===== src/rtl/ft_rom_bridge.sv =====
// Bridges a command/response FIFO pair to an FT245 sync-FIFO host: sends one address
// frame to the host, reads one data frame back and pushes it to the response FIFO.
module ft_rom_bridge #(
    parameter int FRAME_BYTES = 8,
    parameter int TIMEOUT_CYC = 65535
) (
    input  logic       ft_clk,
    input  logic       rst_n,
    input  logic       cmd_empty,
    output logic       cmd_rd_en,
    input  logic [7:0] cmd_dout,
    input  logic       rsp_full,
    output logic       rsp_wr_en,
    output logic [7:0] rsp_din,
    input  logic       ft_txe_n,
    input  logic       ft_rxf_n,
    output logic       ft_wr_n,
    output logic       ft_rd_n,
    output logic       ft_oe_n,
    input  logic [7:0] ft_data_i,
    output logic [7:0] ft_data_o,
    output logic       ft_data_oe,
    output logic       busy,
    output logic       err
);

    localparam int IW = $clog2(FRAME_BYTES) + 1;
    localparam int AW = (FRAME_BYTES > 1) ? $clog2(FRAME_BYTES) : 1;
    localparam int TW = (TIMEOUT_CYC > 0) ? $clog2(TIMEOUT_CYC + 1) : 1;
    localparam logic [IW-1:0] LAST   = IW'(FRAME_BYTES - 1);
    localparam logic [IW-1:0] FULL   = IW'(FRAME_BYTES);
    localparam logic [TW-1:0] TO_LIM = TW'(TIMEOUT_CYC);
    localparam bit            TO_EN  = (TIMEOUT_CYC != 0);

    typedef enum logic [2:0] {
        S_IDLE, S_CMD, S_TX, S_RXOE, S_RX, S_PUSH
    } state_t;

    state_t        state, state_nx;
    logic [IW-1:0] idx, idx_nx;
    logic [IW-1:0] iss, iss_nx;
    logic [TW-1:0] to_cnt, to_nx;
    logic [AW-1:0] idx_a;
    logic          cmd_vld_p1;
    logic [7:0]    frame_buf [FRAME_BYTES];

    logic          buf_wr;
    logic          buf_fill;
    logic [7:0]    buf_wdata;
    logic          to_tick;

    assign idx_a = idx[AW-1:0];
    assign busy  = (state != S_IDLE);

    always_comb begin
        state_nx   = state;
        idx_nx     = idx;
        iss_nx     = iss;
        to_nx      = to_cnt;
        cmd_rd_en  = 1'b0;
        rsp_wr_en  = 1'b0;
        rsp_din    = 8'h00;
        ft_wr_n    = 1'b1;
        ft_rd_n    = 1'b1;
        ft_oe_n    = 1'b1;
        ft_data_o  = 8'h00;
        ft_data_oe = 1'b0;
        err        = 1'b0;
        buf_wr     = 1'b0;
        buf_fill   = 1'b0;
        buf_wdata  = 8'h00;
        to_tick    = 1'b0;

        case (state)
            S_IDLE: begin
                idx_nx = '0;
                iss_nx = '0;
                if (!cmd_empty) state_nx = S_CMD;
            end
            S_CMD: begin
                // Pops run one cycle ahead of captures; cmd_vld_p1 marks a byte on cmd_dout.
                cmd_rd_en = !cmd_empty && (iss < FULL);
                if (cmd_rd_en) iss_nx = iss + 1'b1;
                if (cmd_vld_p1) begin
                    buf_wr    = 1'b1;
                    buf_wdata = cmd_dout;
                    if (idx == LAST) begin
                        idx_nx   = '0;
                        to_nx    = '0;
                        state_nx = S_TX;
                    end else begin
                        idx_nx = idx + 1'b1;
                    end
                end
            end
            S_TX: begin
                ft_data_oe = 1'b1;
                ft_data_o  = frame_buf[idx_a];
                ft_wr_n    = ft_txe_n;
                if (!ft_txe_n) begin
                    to_nx = '0;
                    if (idx == LAST) begin
                        idx_nx   = '0;
                        state_nx = S_RXOE;
                    end else begin
                        idx_nx = idx + 1'b1;
                    end
                end else begin
                    to_tick = 1'b1;
                end
            end
            S_RXOE: begin
                // Bus already released; OE leads RD by at least one cycle.
                ft_oe_n = ft_rxf_n;
                if (!ft_rxf_n) begin
                    to_nx    = '0;
                    state_nx = S_RX;
                end else begin
                    to_tick = 1'b1;
                end
            end
            S_RX: begin
                ft_oe_n = 1'b0;
                ft_rd_n = ft_rxf_n;
                if (!ft_rxf_n) begin
                    buf_wr    = 1'b1;
                    buf_wdata = ft_data_i;
                    to_nx     = '0;
                    if (idx == LAST) begin
                        idx_nx   = '0;
                        state_nx = S_PUSH;
                    end else begin
                        idx_nx = idx + 1'b1;
                    end
                end else begin
                    to_tick = 1'b1;
                end
            end
            S_PUSH: begin
                rsp_din   = frame_buf[idx_a];
                rsp_wr_en = !rsp_full;
                if (rsp_wr_en) begin
                    if (idx == LAST) begin
                        idx_nx   = '0;
                        state_nx = S_IDLE;
                    end else begin
                        idx_nx = idx + 1'b1;
                    end
                end
            end
            default: state_nx = S_IDLE;
        endcase

        // A stalled host still yields a full frame of FF so upstream always gets a reply.
        if (to_tick) begin
            if (TO_EN && (to_cnt >= TO_LIM)) begin
                err      = 1'b1;
                buf_fill = 1'b1;
                idx_nx   = '0;
                state_nx = S_PUSH;
            end else begin
                to_nx = to_cnt + 1'b1;
            end
        end
    end

    always_ff @(posedge ft_clk or negedge rst_n) begin
        if (!rst_n) begin
            state      <= S_IDLE;
            idx        <= '0;
            iss        <= '0;
            to_cnt     <= '0;
            cmd_vld_p1 <= 1'b0;
            for (int i = 0; i < FRAME_BYTES; i++) frame_buf[i] <= 8'h00;
        end else begin
            state      <= state_nx;
            idx        <= idx_nx;
            iss        <= iss_nx;
            to_cnt     <= to_nx;
            cmd_vld_p1 <= cmd_rd_en;
            if (buf_fill) begin
                for (int i = 0; i < FRAME_BYTES; i++) frame_buf[i] <= 8'hFF;
            end else if (buf_wr) begin
                frame_buf[idx_a] <= buf_wdata;
            end
        end
    end

endmodule


===== config.mk =====
export PLATFORM = sky130hd
export DESIGN_NAME = ft_rom_bridge
export DESIGN_NICKNAME = d
export VERILOG_FILES = /design/src/rtl/ft_rom_bridge.sv
export SDC_FILE = /design/constraint.sdc
export NUM_CORES = 1
export LEC_CHECK = 0
export CORE_UTILIZATION = 30
export DETAILED_ROUTE_END_ITERATION = 10
export GPL_TIMING_DRIVEN = 0
export PLACE_DENSITY = 0.58
export SETUP_SLACK_MARGIN = 0.05
export SYNTH_ARGS = -nofsm -noshare
export SYNTH_HDL_FRONTEND = slang
export SYNTH_SLANG_ARGS = --single-unit

===== constraint.sdc =====
create_clock -name ft_clk -period 2.4 [get_ports ft_clk]
set_input_delay 0.48 -clock ft_clk [delete_from_list [all_inputs] [get_ports ft_clk]]
set_output_delay 0.48 -clock ft_clk [all_outputs]
set_load 0.005 [all_outputs]

# == Yosys cells after proc, flatten, opt, wreduce, memory -nomap -nowiden ==
# Cells that the tools add are included.
# word_totals
reg_bits,92
in_bits,22
wordCells,95
# classes
n_addsub,3
order_cmp,4
eq_ne,7
n_mux,57
n_bitwise,1
n_reduce_logical,10
# ops
cell,count
64-bit two-way mux,2
16-bit two-way mux,6
64-bit bitwise mux,1
8-bit two-way mux,7
16-bit case mux with 3 select lines,1
3-bit two-way mux,12
4-bit two-way mux,8
8-bit binary-select mux with 3-bit select,1
8-bit demux with 3-bit select,1
4-bit case mux with 5 select lines,1
3-bit case mux with 6 select lines,1
"16-bit by 1-bit adder with 16-bit output, second input constant",1
"16-bit greater-or-equal comparator, second input constant",1
8-bit case mux with 2 select lines,1
1-bit two-way mux,11
"4-bit by 1-bit adder with 4-bit output, second input constant",2
4-bit case mux with 2 select lines,1
"3-bit by 2-bit == test with 1-bit output, second input constant",2
"3-bit == test, second input constant",2
1-bit case mux with 2 select lines,3
"4-bit by 3-bit == test with 1-bit output, second input constant",1
"4-bit greater-or-equal comparator, second input constant",1
"4-bit by 1-bit less-than comparator with 1-bit output, second input constant",1
"4-bit less-than comparator, second input constant",1
other kinds (10),13

# == Logic depth before layout (Yosys ltp) ==
# Gate-level depths: netlist of the first run.
# depth
ltp_word,8
depth_mapped,8

# == Worst setup path before layout of the first run ==
# OpenSTA, ideal clock, no wires.
# synth_path
path_kind,register to output
from,register idx[2]
to,output ft_data_o[7]
arrival_time_ns,1.726
t_required_ns,1.920
setup_slack_ns,0.194
stages_incl_launch_ff,7
path_cell_list,dfrtp_1 clkbuf_1 buf_1 clkbuf_1 mux4_2 mux2i_1 nor2_1
# synth_between
elab_chain_len,5
# synth_rtl
item,line,source
"start, declared",40,"logic [IW-1:0] idx, idx_nx;"
"start signal, assigned",177,idx <= idx_nx;
3-bit inverter with 4-bit output (not written as such),98,ft_data_o = frame_buf[idx_a];
8-bit binary-select mux with 3-bit select,98,
8-bit two-way mux (not written as such) (2 in a row),98,
8-bit two-way mux,74,case (state)
"end, declared",21,"output logic [7:0] ft_data_o,"
# Every way passes these cells. The select of a mux whose other input is x is not followed.

# == Final worst setup path of the first run ==
# layout_path
from,register idx[0]
to,output rsp_din[5]
# layout_between
elab_chain_len,5
# layout_rtl
item,line,source
3-bit inverter with 4-bit output (not written as such),140,rsp_din = frame_buf[idx_a];
8-bit binary-select mux with 3-bit select,140,
8-bit two-way mux (not written as such) (2 in a row),140,
8-bit two-way mux,74,
"end, declared",14,"output logic [7:0] rsp_din,"
# Every way passes these cells. The select of a mux whose other input is x is not followed.

==> results of run 1 <==
[cell families after synthesis]
group,after synthesis
multiplexers,22
adder cells (fa/ha/maj),3
flip-flops,92
AO/OA/AOI/OAI,138
buffers and inverters,43
AND/OR/NAND/NOR,190
XOR/XNOR,5
[registers in the layout, summed over array words and instances (netlist names)]
register	flops
frame_buf	64
to_cnt	16
idx	4
iss	4
state	3
cmd_vld_p1	1
[timing repair]
| item | CTS | global route |
|---|---|---|
| pin swaps | 29 | 14 |
| buffers inserted | 39 | 7 |
| resized for setup | 165 | 46 |
| endpoints found under the setup margin | 89 | 97 |
[where the power goes]
group          internal [uW]  switching, uW  leakage, uW
Clock                    840            629     0.000150
Combinational           1070           1130      0.00133
Sequential              1780            173      0.00126
Total                   3690           1930      0.00274
[path summary, 6_finish.rpt]
check	startpoint	to	slack, ns	depth (start not counted)
max in group asynchronous	rst_n	to_cnt[0]	1.62	2
hold reg to reg	to_cnt[15]	to_cnt[15]	0.49	1
hold / removal	rst_n	iss[2]	0.13	1
setup / recovery	idx[0]	rsp_din[5]	-0.13	8
setup reg to reg	state[1]	frame_buf[30]	0.11	7
min in group ft_clk	to_cnt[15]	to_cnt[15]	0.49	1
[critical path: stages (launching register included)]
cell      delay (ns)
dfrtp_2         0.41
buf_12          0.14
clkbuf_8        0.18
nand3b_1        0.11
o21ai_0         0.11
a211o_1         0.36
buf_6           0.13
nor2b_1         0.12
buf_2           0.13
[routing by layer]
layer,up-vias,wire (um),global-route usage
met2,176,7096,0.3128
li1,2029,-,-
met5,-,0,0
met1,2192,6403,0.2464
met3,25,1136,0.05760
met4,0,285,0.06505
[cell type report]
| cell class | count | area (um2) | share of cell area |
|---|---|---|---|
| buffer | 31 | 257.7 | 0.03903 |
| clock inverter | 5 | 61.31 | 0.009284 |
| sequential | 92 | 2307 | 0.3494 |
| inverter | 11 | 43.79 | 0.006631 |
| tap | 211 | 264.0 | 0.03998 |
| clock buffer | 11 | 242.7 | 0.03676 |
| timing repair buffer | 92 | 863.3 | 0.1307 |
| multi-input combinational | 358 | 2564 | 0.3882 |
[through the flow]
step	hold slack, ns	utilization
floorplan	0.1844	-
global placement	0.4722	0.3560
detailed placement	0.4879	0.3576
CTS	0.1551	0.4203
global route	0.1761	0.4312
finish	0.1273	0.4312
[synth_stat cells (3+ instances only)]
library cell   n  area share
a21oi_1       15       0.016
inv_1         11      0.0087
mux4_2         6       0.029
and2_1         3      0.0040
o41ai_1        4      0.0074
mux2_2         8       0.019
o311ai_0       3      0.0055
nand3b_1       4      0.0063
buf_1          7      0.0055
ha_1           3      0.0079
o21ai_0       13       0.014
nor2b_1        5      0.0066
xor2_1         3      0.0055
nand2_1       93       0.074
a31oi_1        4      0.0053
nor4_1         3      0.0040
clkbuf_1      17       0.013
a22oi_1       11       0.017
buf_2          8      0.0085
dfrtp_1       92        0.49
or3_1          6      0.0079
nand4_1        3      0.0040
o211ai_1      69        0.11
nor2_1        31       0.025
mux2i_1        7       0.015
o31ai_1        4      0.0063
nor3_1         5      0.0053
a211oi_1       3      0.0048
nand3_1       22       0.023
==> reports/results.txt, run 1 <==
fin area = 0.006604 mm2
DRT Wirelength = 14,920 um
syn_nets = 518
Placed Area = 0.005477 mm2
async set or reset register ratio after synthesis = 1.000
failing checks = setup timing
Mapped Avg Cell Area = 9.609 um2
number of cells after detailed placement = 750
complex-gate fraction of the synthesized area = 0.2071
simple-gate area share of the yosys netlist = 0.1881
Die Height = 127.7 um
Antenna Nets Post-Route = 0
clock sink count = 92
largest family of logic cells by synthesized area = compound AO/OA/AOI/OAI gates
Clock Root Buffer = clkbuf_16
RSZ-0062 raised after global routing = yes
CTS tree = done
row cnt = 45
wire length per cell = 18.40 um
setup ws final = -0.1342 ns
Post-synth EDFFs = 0
status = finished with violations
largest net degree at the start of global routing = 48
most frequent cells in the layout = nand2_1, dfrtp_1, o211ai_1
Die ar. = 0.01630 mm2
Leakage = 0.002740 uW
PwrDens = 851.2 mW/mm2
Top Ports = 46
Hold Vio Cnt, Final = 0
routability cong. = 0.8706
vias in the first global route = 4,394
Initial Utilization = 0.3093
sequential area share after synthesis = 0.4860
post-cts hold buffer count = 0
Die X = 127.7 um
Non-Filler Instances = 811
DRC violations left = 0
critical path arrival = 2.05 ns
Yosys warning count = 0
Crit. End Element = output port
share of cells above drive strength 1 = 0.2983
Crit path required time = 1.92 ns
Tot Pwr = 5621 uW
synthesis-to-finish area growth = 39.41%
peak supply drop = 0.0005240 V
clk_lat worst skew = 0.36 ns
commonest non-fill, non-tap cell in the layout = nand2_1
Slew Limit Fails = 0
post-synthesis adder-cell area fraction = 0.007924
final setup violating endpoints = 15
mux contribution to synthesized area = 0.06550
CTS buffer count = 9
pre-CTS WS = -0.9568 ns
layout filler cell count = 1,450
Max-Slew Margin vs Limit = 0.3911
Netlist cell types = 54
Worst setup SP type = register
Clock transition at path regs = 0.07 ns
HP Class = input pin to asynchronous set/reset pin
crit-path max FO = 10
max cap viols = 0
Fin Clk Skew = 0.007392 ns
Slew @ Worst Pin = 0.9133 ns
Yosys reg bits = 92
first-pass GRT wire length = 23,940 um
PortBufs = 45
min cycle time layout = 2.534 ns
GRT Total Usage = 0.1931
Max H-tree Level = 3
Iteration-0 DRC Markers = 297
fraction of synthesized cell area in xor and xnor cells = 0.009245
global route total overflow = 0
# nets final = 620
Mapped Cells = 493
antenna cells = 0
Final Cycle Share = 1.056
final setup TNS = -1.066 ns
CORE AREA = 0.01531 mm2
critical path class = register to output port
post-DP HPWL = 9920 um
Main synth FF type = dfrtp_1
fmax = 394.6 MHz
vias per inst = 5.453
clk buf depth = 2
via count = 4,422
initial antenna violation count = 0
Initial DRT Pass Iterations = 5
post-synthesis cell area = 0.004737 mm2
No activity file was read; power rests on OpenSTA's default activity.
==> run 2: changes to the inputs <==
Settings changed: GPL_ROUTABILITY_DRIVEN set to 0.
==> results of run 2 <==
Same layout as run 1: the final DEF is identical, and so are final timing and power.
==> run 3: changes to the inputs <==
Settings changed: CORE_MARGIN set to 10, REMOVE_ABC_BUFFERS set to 1.
==> run 3 against run 2 <==
- the run still ends with setup timing left
- cell count fell by 0.74%
- register-to-register slack worse by 0.03 ns
- fmax down 3.9%
- via count decreased by 1.8%
- die area rose by 30%
- power up 4.3%
- count of clock-buffer cells in the layout decreased by 1
- sequential cell count unchanged
- clock skew up 0.0016 ns
- non-clock buffer count fell by 7
- utilization grew 0.85 points
- critical endpoint is now ft_data_o[5]
- largest cell class unchanged
==> reports/results.txt, run 3 (same netlist as run 1, synthesis figures left out) <==
Finished Core Util = 0.4397 (+0.008497)
Clock Root Buffer = clkbuf_16
failing checks = setup timing
worst reg2reg path depth = 8 (+1)
antenna cells = 0 (unchanged)
PortBufs = 45 (unchanged)
Crit. End Element = output port
Initial DRT Pass Iterations = 5 (unchanged)
Die Height = 145.7 um (+14%)
synthesis-to-finish area growth = 42.16%
Hold Vio Cnt, Final = 0 (unchanged)
Slew @ Worst Pin = 0.8698 ns (-0.04355 ns)
GRT Total Usage = 0.1352 (-0.05796)
Global Route met1 Usage = 0.1824 (-0.06404)
RSZ-0062 raised after global routing = yes
fmax = 379.0 MHz (-3.9%)
peak supply drop = 0.0004339 V (-17%)
wire length per cell = 18.78 um (+2.1%)
Worst setup SP type = register
HP Class = input pin to asynchronous set/reset pin
setup ws final = -0.2382 ns (-0.1040 ns)
# nets final = 614 (-0.97%)
Fin Clk Skew = 0.009009 ns (+0.001617 ns)
vias in the first global route = 4,237 (-3.6%)
initial antenna violation count = 0 (unchanged)
post-DP HPWL = 8127 um (-18%)
R2R Setup Slk = 0.08 ns (-0.03 ns)
share of cells above drive strength 1 = 0.2980 (-0.0003535)
critical path class = register to output port
PwrDens = 870.4 mW/mm2 (+2.3%)
met2 Usage GRT = 0.2009 (-0.1119)
final setup TNS = -2.079 ns (-1.013 ns)
layout filler cell count = 1,432 (-1.2%)
global route total overflow = 0 (unchanged)
worst r2r dst = frame_buf[62]
fin area = 0.006734 mm2 (+2.0%)
Leakage = 0.002828 uW (+3.2%)
via count = 4,342 (-1.8%)
Iteration-0 DRC Markers = 288 (-3.0%)
Top Registers = frame_buf (64), to_cnt (16)
clock sink count = 92 (unchanged)
CORE AREA = 0.01531 mm2 (unchanged)
GR Layer Usage met3 = 0.04378 (-0.01382)
clk_lat worst skew = 0.36 ns (about the same)
Die X = 145.7 um (+14%)
Crit path required time = 1.92 ns (about the same)
Placed Area = 0.005400 mm2 (-1.4%)
Max H-tree Level = 3 (unchanged)
crit-path max FO = 5 (-5)
Clock transition at path regs = 0.06 ns (about the same)
pre-CTS WS = -1.243 ns (-0.2858 ns)
largest net degree at the start of global routing = 73 (+52%)
Reg with most FFs = frame_buf
Top Ports = 46 (unchanged)
max cap viols = 0 (unchanged)
CTS tree = done
min cycle time layout = 2.638 ns (+0.1040 ns)
CP startpoint = idx[1]
most frequent cells in the layout = nand2_1, dfrtp_1, o211ai_1
row cnt = 45 (unchanged)
Antenna Nets Post-Route = 0 (unchanged)
Largest register FFs = 64 (unchanged)
clk buf depth = 2 (unchanged)
vias per inst = 5.394 (-1.1%)
final setup violating endpoints = 15 (unchanged)
Max-Slew Margin vs Limit = 0.4201 (+0.02903)
Most Crowded Layer GR = met2
Die ar. = 0.02122 mm2 (+30%)
commonest non-fill, non-tap cell in the layout = nand2_1
Final Cycle Share = 1.099 (+0.04332)
DRC violations left = 0 (unchanged)
critical path arrival = 2.16 ns (+0.11 ns)
post-cts hold buffer count = 0 (unchanged)
Initial Utilization = 0.3093 (unchanged)
CTS buffer count = 9 (unchanged)
status = finished with violations
Slew Limit Fails = 0 (unchanged)
DRT Wirelength = 15,120 um (+1.3%)
reg-to-reg startpoint = state[0]
first-pass GRT wire length = 23,210 um (-3.0%)
==> run 3: cell count changes in the layout (fill, tap and decap cells not counted), sizes merged, moves of 2 or more <==
cell,before,now
dlygate4sd2,2,4
buf,78,85
clkinv,4,1
bufinv,1,3
dlymetal6s2s,2,4
clkdlybuf4s50,22,19
clkbuf,29,13
inv,11,13
==> run 3: timing repair <==
action	in CTS	in global routing
setup buffers	49	21
resized for setup	146	40
cloned	1	2
setup endpoints to repair	111	36
pin swaps	20	13
==> run 3: area by class of cell <==
cell class              instances  area [um2]  share of cell area
flip-flops and latches         92        2317              0.3441
clock inverters                 6       116.4             0.01728
inverters                      11       53.80            0.007990
multi-input cells             359        2645              0.3928
well taps                     211       264.0             0.03920
clock buffers                  10       239.0             0.03549
repair buffers                116        1099              0.1631
==> run 3: how the worst max path moves through the flow <==
stage / endpoint / slack [ns]
2_1_floorplan: err / -0.84
3_5_place_dp: err / -1.24
5_1_grt: rsp_din[3] / -0.28
4_1_cts: ft_data_o[5] / -0.37
3_3_place_gp: err / -2.77
6_report: ft_data_o[5] / -0.24
==> run 3: report_power, final <==
group          total, uW  internal (uW)  switching (uW)
logic               2180           1050            1140
registers           1980           1790             190
clock network       1700           1060             641
==> run 3: metrics by stage <==
step	std cells	hold WS, ns	power (uW)
global route	805	0.03164	6160
global placement	717	0.4719	3187
finish	805	0.009906	5862
CTS	784	0.01794	5645
detailed placement	720	0.3952	3257
floorplan	461	0.1844	2802
==> run 3: worst max-delay path: stages (launching register included) <==
cell	delay (ns)
dfrtp_4	0.52
buf_4	0.15
nor2b_4	0.13
a221oi_2	0.27
a31oi_1	0.10
a211o_1	0.32
and2_1	0.16
dlymetal6s2s_1	0.15
==> run 3: metal layers <==
| metal | vias up | wire, um |
|---|---|---|
| li1 | 2029 | - |
| met1 | 2165 | 6921 |
| met2 | 128 | 7108 |
| met3 | 20 | 843 |
| met4 | 0 | 244 |
| met5 | - | 0 |
